`config.mk`:
```
export PLATFORM = sky130hd
export DESIGN_NAME = scaler_readout
export DESIGN_NICKNAME = d
export VERILOG_FILES = /design/src/rtl/scaler_pkg.sv /design/src/rtl/scaler_readout_fifo.sv /design/src/rtl/scaler_readout.sv
export SDC_FILE = /design/constraint.sdc
export NUM_CORES = 2
export LEC_CHECK = 0
export ABC_AREA = 0
export CORE_MARGIN = 5
export CORE_UTILIZATION = 50
export DETAILED_ROUTE_END_ITERATION = 10
export PLACE_DENSITY_LB_ADDON = 0.2
export SYNTH_ARGS = -nofsm -noshare
export SYNTH_HDL_FRONTEND = slang
export SYNTH_HIERARCHICAL = 1
export SYNTH_SLANG_ARGS = --single-unit
```
`constraint.sdc`:
```
create_clock -name clk -period 11.3 [get_ports clk]
set_input_delay 1.13 -clock clk [delete_from_list [all_inputs] [get_ports clk]]
set_output_delay 1.13 -clock clk [all_outputs]
set_load 0.01 [all_outputs]
```
`src/rtl/scaler_pkg.sv`:
```
// Shared constants for the scaler readout: header marker, FSM states, frame length.
// Frame length grows by one word when SCALER_READOUT_TIMESTAMP_EN is defined.
package scaler_pkg;

  localparam logic [7:0] HDR_MARK = 8'hA5;

  typedef enum logic [2:0] {
    ST_IDLE,
    ST_CAPTURE,
    ST_HDR,
    ST_TS,
    ST_CHAN
  } state_t;

  function automatic int unsigned frame_len(input int unsigned nch);
`ifdef SCALER_READOUT_TIMESTAMP_EN
    return nch + 2;
`else
    return nch + 1;
`endif
  endfunction

endpackage

```
`src/rtl/scaler_readout_fifo.sv`:
```
// First-word-fall-through FIFO carrying {last, data}; reports free space including
// the word popped in the current cycle so a same-cycle reservation can count it.
module scaler_readout_fifo #(
  parameter int WIDTH = 33,
  parameter int DEPTH = 64,
  localparam int AW   = $clog2(DEPTH)
) (
  input  logic             clk,
  input  logic             rst,
  input  logic             push,
  input  logic [WIDTH-1:0] wdata,
  input  logic             pop,
  output logic [WIDTH-1:0] rdata,
  output logic             valid,
  output logic [AW:0]      free
);

  logic [WIDTH-1:0] mem [DEPTH];
  logic [AW-1:0]    wptr, rptr;
  logic [AW:0]      count;
  logic             do_pop;

  assign valid  = (count != '0);
  assign do_pop = pop && valid;
  assign rdata  = valid ? mem[rptr] : '0;
  assign free   = (AW+1)'(DEPTH) - count + (AW+1)'(do_pop);

  always_ff @(posedge clk or posedge rst) begin
    if (rst) begin
      wptr  <= '0;
      rptr  <= '0;
      count <= '0;
    end else begin
      if (push)   wptr <= wptr + 1'b1;
      if (do_pop) rptr <= rptr + 1'b1;
      count <= count + (AW+1)'(push) - (AW+1)'(do_pop);
    end
  end

  always_ff @(posedge clk) begin
    if (push) mem[wptr] <= wdata;
  end

endmodule

```
`src/rtl/scaler_readout.sv`:
```
// Gate timer plus frame packer for a bank of scaler channels, streaming via a FWFT FIFO.
// Optional SCALER_READOUT_TIMESTAMP_EN adds a cycle-count word after each header.
module scaler_readout
  import scaler_pkg::*;
#(
  parameter int NCH        = 8,
  parameter int DATA_W     = 32,
  parameter int PERIOD_W   = 32,
  parameter int FIFO_DEPTH = 64
) (
  input  logic                  clk,
  input  logic                  rst,
  input  logic                  enable,
  input  logic [PERIOD_W-1:0]   period,
  output logic                  endcount,
  input  logic [NCH*DATA_W-1:0] cnt_in,
  output logic [DATA_W-1:0]     m_data,
  output logic                  m_valid,
  input  logic                  m_ready,
  output logic                  m_last,
  output logic [15:0]           frame_seq,
  output logic [15:0]           drop_cnt,
  output logic                  overflow
);

  localparam int L  = frame_len(NCH);
  localparam int AW = $clog2(FIFO_DEPTH);
  localparam int CW = (NCH > 1) ? $clog2(NCH) : 1;
  localparam logic [PERIOD_W-1:0] P_MIN = PERIOD_W'(L + 2);
  localparam logic [AW:0]         L_W   = (AW+1)'(L);

  if (DATA_W != 32) begin : g_bad_width
    $error("scaler_readout: DATA_W must be 32");
  end
  if ((FIFO_DEPTH & (FIFO_DEPTH - 1)) != 0 || FIFO_DEPTH < NCH + 2) begin : g_bad_depth
    $error("scaler_readout: FIFO_DEPTH must be a power of two and >= NCH+2");
  end

  // Gate timer: period is sampled when the timer sits at 0, clamped so a frame
  // always finishes before the next window closes.
  logic [PERIOD_W-1:0] timer, p_lat;

  assign endcount = enable && (timer != '0) && (timer == p_lat - 1'b1);

  always_ff @(posedge clk or posedge rst) begin
    if (rst) begin
      timer <= '0;
      p_lat <= '0;
    end else if (!enable) begin
      timer <= '0;
    end else if (timer == '0) begin
      p_lat <= (period < P_MIN) ? P_MIN : period;
      timer <= PERIOD_W'(1);
    end else if (endcount) begin
      timer <= '0;
    end else begin
      timer <= timer + 1'b1;
    end
  end

`ifdef SCALER_READOUT_TIMESTAMP_EN
  logic [31:0] cyc, ts_lat;

  always_ff @(posedge clk or posedge rst) begin
    if (rst) begin
      cyc    <= '0;
      ts_lat <= '0;
    end else begin
      cyc <= cyc + 1'b1;
      if (endcount) ts_lat <= cyc;
    end
  end
`endif

  state_t                       state, next;
  logic [NCH-1:0][DATA_W-1:0]   snap;
  logic [CW-1:0]                idx;
  logic                         last_chan, fits, push;
  logic [DATA_W:0]              wdata, rdata;
  logic [AW:0]                  free;

  assign last_chan = (idx == CW'(NCH - 1));
  assign fits      = (free >= L_W);

  always_ff @(posedge clk or posedge rst) begin
    if (rst) state <= ST_IDLE;
    else     state <= next;
  end

  always_comb begin
    next = state;
    case (state)
      ST_IDLE:    if (endcount) next = ST_CAPTURE;
      ST_CAPTURE: next = fits ? ST_HDR : ST_IDLE;
`ifdef SCALER_READOUT_TIMESTAMP_EN
      ST_HDR:     next = ST_TS;
`else
      ST_HDR:     next = ST_CHAN;
`endif
      ST_TS:      next = ST_CHAN;
      ST_CHAN:    if (last_chan) next = ST_IDLE;
      default:    next = ST_IDLE;
    endcase
  end

  always_comb begin
    push  = 1'b0;
    wdata = '0;
    case (state)
      ST_HDR: begin
        push  = 1'b1;
        wdata = {1'b0, HDR_MARK, 8'(NCH), frame_seq};
      end
`ifdef SCALER_READOUT_TIMESTAMP_EN
      ST_TS: begin
        push  = 1'b1;
        wdata = {1'b0, ts_lat};
      end
`endif
      ST_CHAN: begin
        push  = 1'b1;
        wdata = {last_chan, snap[idx]};
      end
      default: ;
    endcase
  end

  // Sequence advances on every capture, including frames that get dropped.
  always_ff @(posedge clk or posedge rst) begin
    if (rst) begin
      snap      <= '0;
      idx       <= '0;
      frame_seq <= '0;
      drop_cnt  <= '0;
      overflow  <= 1'b0;
    end else begin
      if (state == ST_CAPTURE) begin
        snap      <= cnt_in;
        frame_seq <= frame_seq + 1'b1;
        if (!fits) begin
          if (drop_cnt != 16'hFFFF) drop_cnt <= drop_cnt + 1'b1;
          overflow <= 1'b1;
        end
      end
      if (state == ST_CHAN) idx <= last_chan ? '0 : idx + 1'b1;
    end
  end

  scaler_readout_fifo #(.WIDTH(DATA_W + 1), .DEPTH(FIFO_DEPTH)) u_fifo (
    .clk   (clk),
    .rst   (rst),
    .push  (push),
    .wdata (wdata),
    .pop   (m_ready),
    .rdata (rdata),
    .valid (m_valid),
    .free  (free)
  );

  assign m_data = rdata[DATA_W-1:0];
  assign m_last = rdata[DATA_W];

endmodule

```
==> run_results.csv <==
group,metric,value,unit
outcome,status,"completed",
grt,grt_antenna_before_repair,50,
timing,period_share,61.9,%
synth,synth_most_common_cell,"edfxtp_1",
cts,cts_made_buffers,274,
floorplanning,start_util,50.3,%
cts,cts_setup_buffers,0,
route,antenna_left,0,
pwr,p_leak,42.0,nW
synth,seq_area_frac_synth,73.3,%
timing,finClkSkew,0.0530,ns
synth,synth_top_cell_area_share,63.8,%
worst_setup_path,worstSetupPathType,"flip-flop to output pin",
cts,cts_hold_buf,0,
floorplanning,io_pins,360,
timing,timing.hold.ws,0.495,ns
timing,tightest_slew,1.40,ns
floorplanning,fp-row-count,163,
worst_setup_path,startpoint_type,"flip-flop",
pwr,peakVddDrop,0.232,mV
grt,grt_max_degree,138,
hold_path,hold_path.class,"flip-flop to flip-flop",
layout,final_core_util,58.3,%
worst_setup_path,end_kind,"output pin",
layout,fin_cells,8370,
pwr,p_per_area,198,nW/um2
placed_design,dp_hpwl,152,mm
synth,ys_top_cells_by_count,"edfxtp_1 (2112), mux4_2 (500), dfrtp_1 (378)",
route,drc,0,
grt,overflow,0,
grt,track_usage,25.1,%
synth,yosysTopAreaCell,"edfxtp_1",
grt,use_met2,39.8,%
grt,grt_pass1_wl,380,mm
grt,globalRouteMet1Util,34.5,%
layout,nets,5838,
placed_design,placed_cells,7887,
synth,async_reset_ff_share,15.2,%
floorplanning,coreArea,198000,um2
cts,cts_resized,0,
placed_design,gp_congestion,0.840,
timing,slew_headroom,5.70,%
timing,fmax,143,MHz
floorplanning,die_w,456,um
timing,min_period,7.00,ns
cts,cts_buffer_depth,4,
cts,clk_pin_slew,0.06,ns
timing,fin_setup_tns,0,ns
layout,area_delta_synth_final,15.8,%
synth,syn-cell-area,99400,um2
synth,syn_area_per_cell,19.8,um2
placed_design,io_buffers,359,
timing,setup_viol,0,
synth,synth_fp_nets,5338,
route,vias_per_cell,6.21,
route,first_iter_violations,5640,
worst_setup_path,crit_fanout,116,
cts,clock-root-buffer,"clkbuf_16",
layout,layout-drive-gt1-share,24.9,%
layout,fin_area,115000,um2
grt,grt_pass1_vias,52800,
grt,top_usage_layer,"met2",
timing,layout_setup_ws,4.30,ns
route,wl,263,mm
cts,insertion_delay,0.93,ns
worst_setup_path,cp_data_required_time,10.17,ns
pwr,power.total,22.8,mW
synth,ys_warn_count,6,
flow_run,maxCapViolCount,0,
timing,hold_violations,0,
timing,rsz0062_at_grt,"no",
cts,cts.sinks,2490,
cts,cts_tree,"done",
placed_design,place_ws,5.17,ns
synth,yosys-top-cells-area,"edfxtp_1 (64%), mux4_2 (11%), dfrtp_1 (9.5%)",
synth,ys_ff_latch,2490,
worst_setup_path,arrival,5.87,ns
route,wire_per_inst,31.4,um
route,dr.pass1.iters,8,
cts,htreeDepth,5,
synth,synthCells,5023,
grt,groute.layer.met3.usage,6.93,%
synth,synthFlopType,"edfxtp_1",
floorplanning,chipHeight,456,um
placed_design,dpl_cell_area,107000,um2
timing,slew_violations,0,
route,vias,52000,
synth,ys_types,77,
floorplanning,dieArea,208000,um2
synth,synth_edf_count,2112,
## state kept, by name, indices dropped and copies added, names as in the netlist
name / flops
idx: 3
overflow: 1
u_fifo/count: 7
drop_cnt: 16
p_lat: 32
snap: 256
u_fifo/wptr: 6
state: 3
frame_seq: 16
u_fifo/mem: 2112
u_fifo/rptr: 6
timer: 32
## where the power goes
| group | switching, mW | leakage (nW) | internal [mW] |
|---|---|---|---|
| sequential | 0.166 | 27.5 | 9.89 |
| clock | 3.45 | 4.06 | 4.91 |
| combinational | 2.73 | 10.4 | 1.69 |
## layout make-up
class	instances	area, um2
Tap cell	2640	3300
Multi-Input combinational cell	2209	25700
Clock buffer	362	7500
Sequential cell	2490	72900
Antenna cell	17	42.5
Clock inverter	104	781
Inverter	33	131
Fill cell	14400	82500
Timing Repair Buffer	515	4810
## final timing paths
| check | from | endpoint | slack (ns) | cells past startpoint |
|---|---|---|---|---|
| max | u_fifo/rptr[0] | m_data[21] | 4.30 | 8 |
| min | drop_cnt[10] | drop_cnt[10] | 0.50 | 1 |
| max reg2reg | u_fifo/count[2] | drop_cnt[15] | 6.51 | 18 |
| min reg2reg | drop_cnt[10] | drop_cnt[10] | 0.50 | 1 |
| max in group asynchronous | rst | snap[140] | 8.80 | 3 |
| min in group asynchronous | rst | u_fifo/rptr[0] | 0.78 | 3 |
## cell families after synthesis
kind of cell,synth area share [%]
multiplexers,18.0
adder cells (fa/ha/maj),0.297
buffers and inverters,1.75
XOR/XNOR,1.07
flip-flops,73.3
AND/OR/NAND/NOR,2.27
AO/OA/AOI/OAI,3.30
## cells in the final DEF (no fill, tap or decap), types with 32 or more instances in the layout
cell             count
mux2i_1            340
nor2_1              44
o21ai_0             60
edfxtp_1          2112
dfrtp_1            370
buf_4              152
nor2_4              76
mux4_2             500
clkbuf_1            69
xnor2_1             81
nand2_1            118
nand3_1             39
xor2_1              40
o22ai_1             88
a21oi_1             80
nand4_1             38
clkinv_2            37
mux2_2             287
clkbuf_16          285
clkdlybuf4s50_1    359
a211oi_1            79
clkinv_1            49
inv_1               32
## critical path, stage by stage (launching register included)
cell,delay [ns]
dfrtp_4,0.87
buf_12,0.53
buf_12,0.72
mux4_2,0.59
mux2i_1,0.14
nor2_1,0.06
a211oi_1,0.88
o32ai_1,0.30
clkdlybuf4s50_1,0.57
## routing by layer
layer	vias up	share of wire, %
met5	-	0.14
met2	2472	48
met1	27400	39
met4	58	2.8
met3	494	9.8
li1	21600	-
Power figures use the tool's default switching activity.
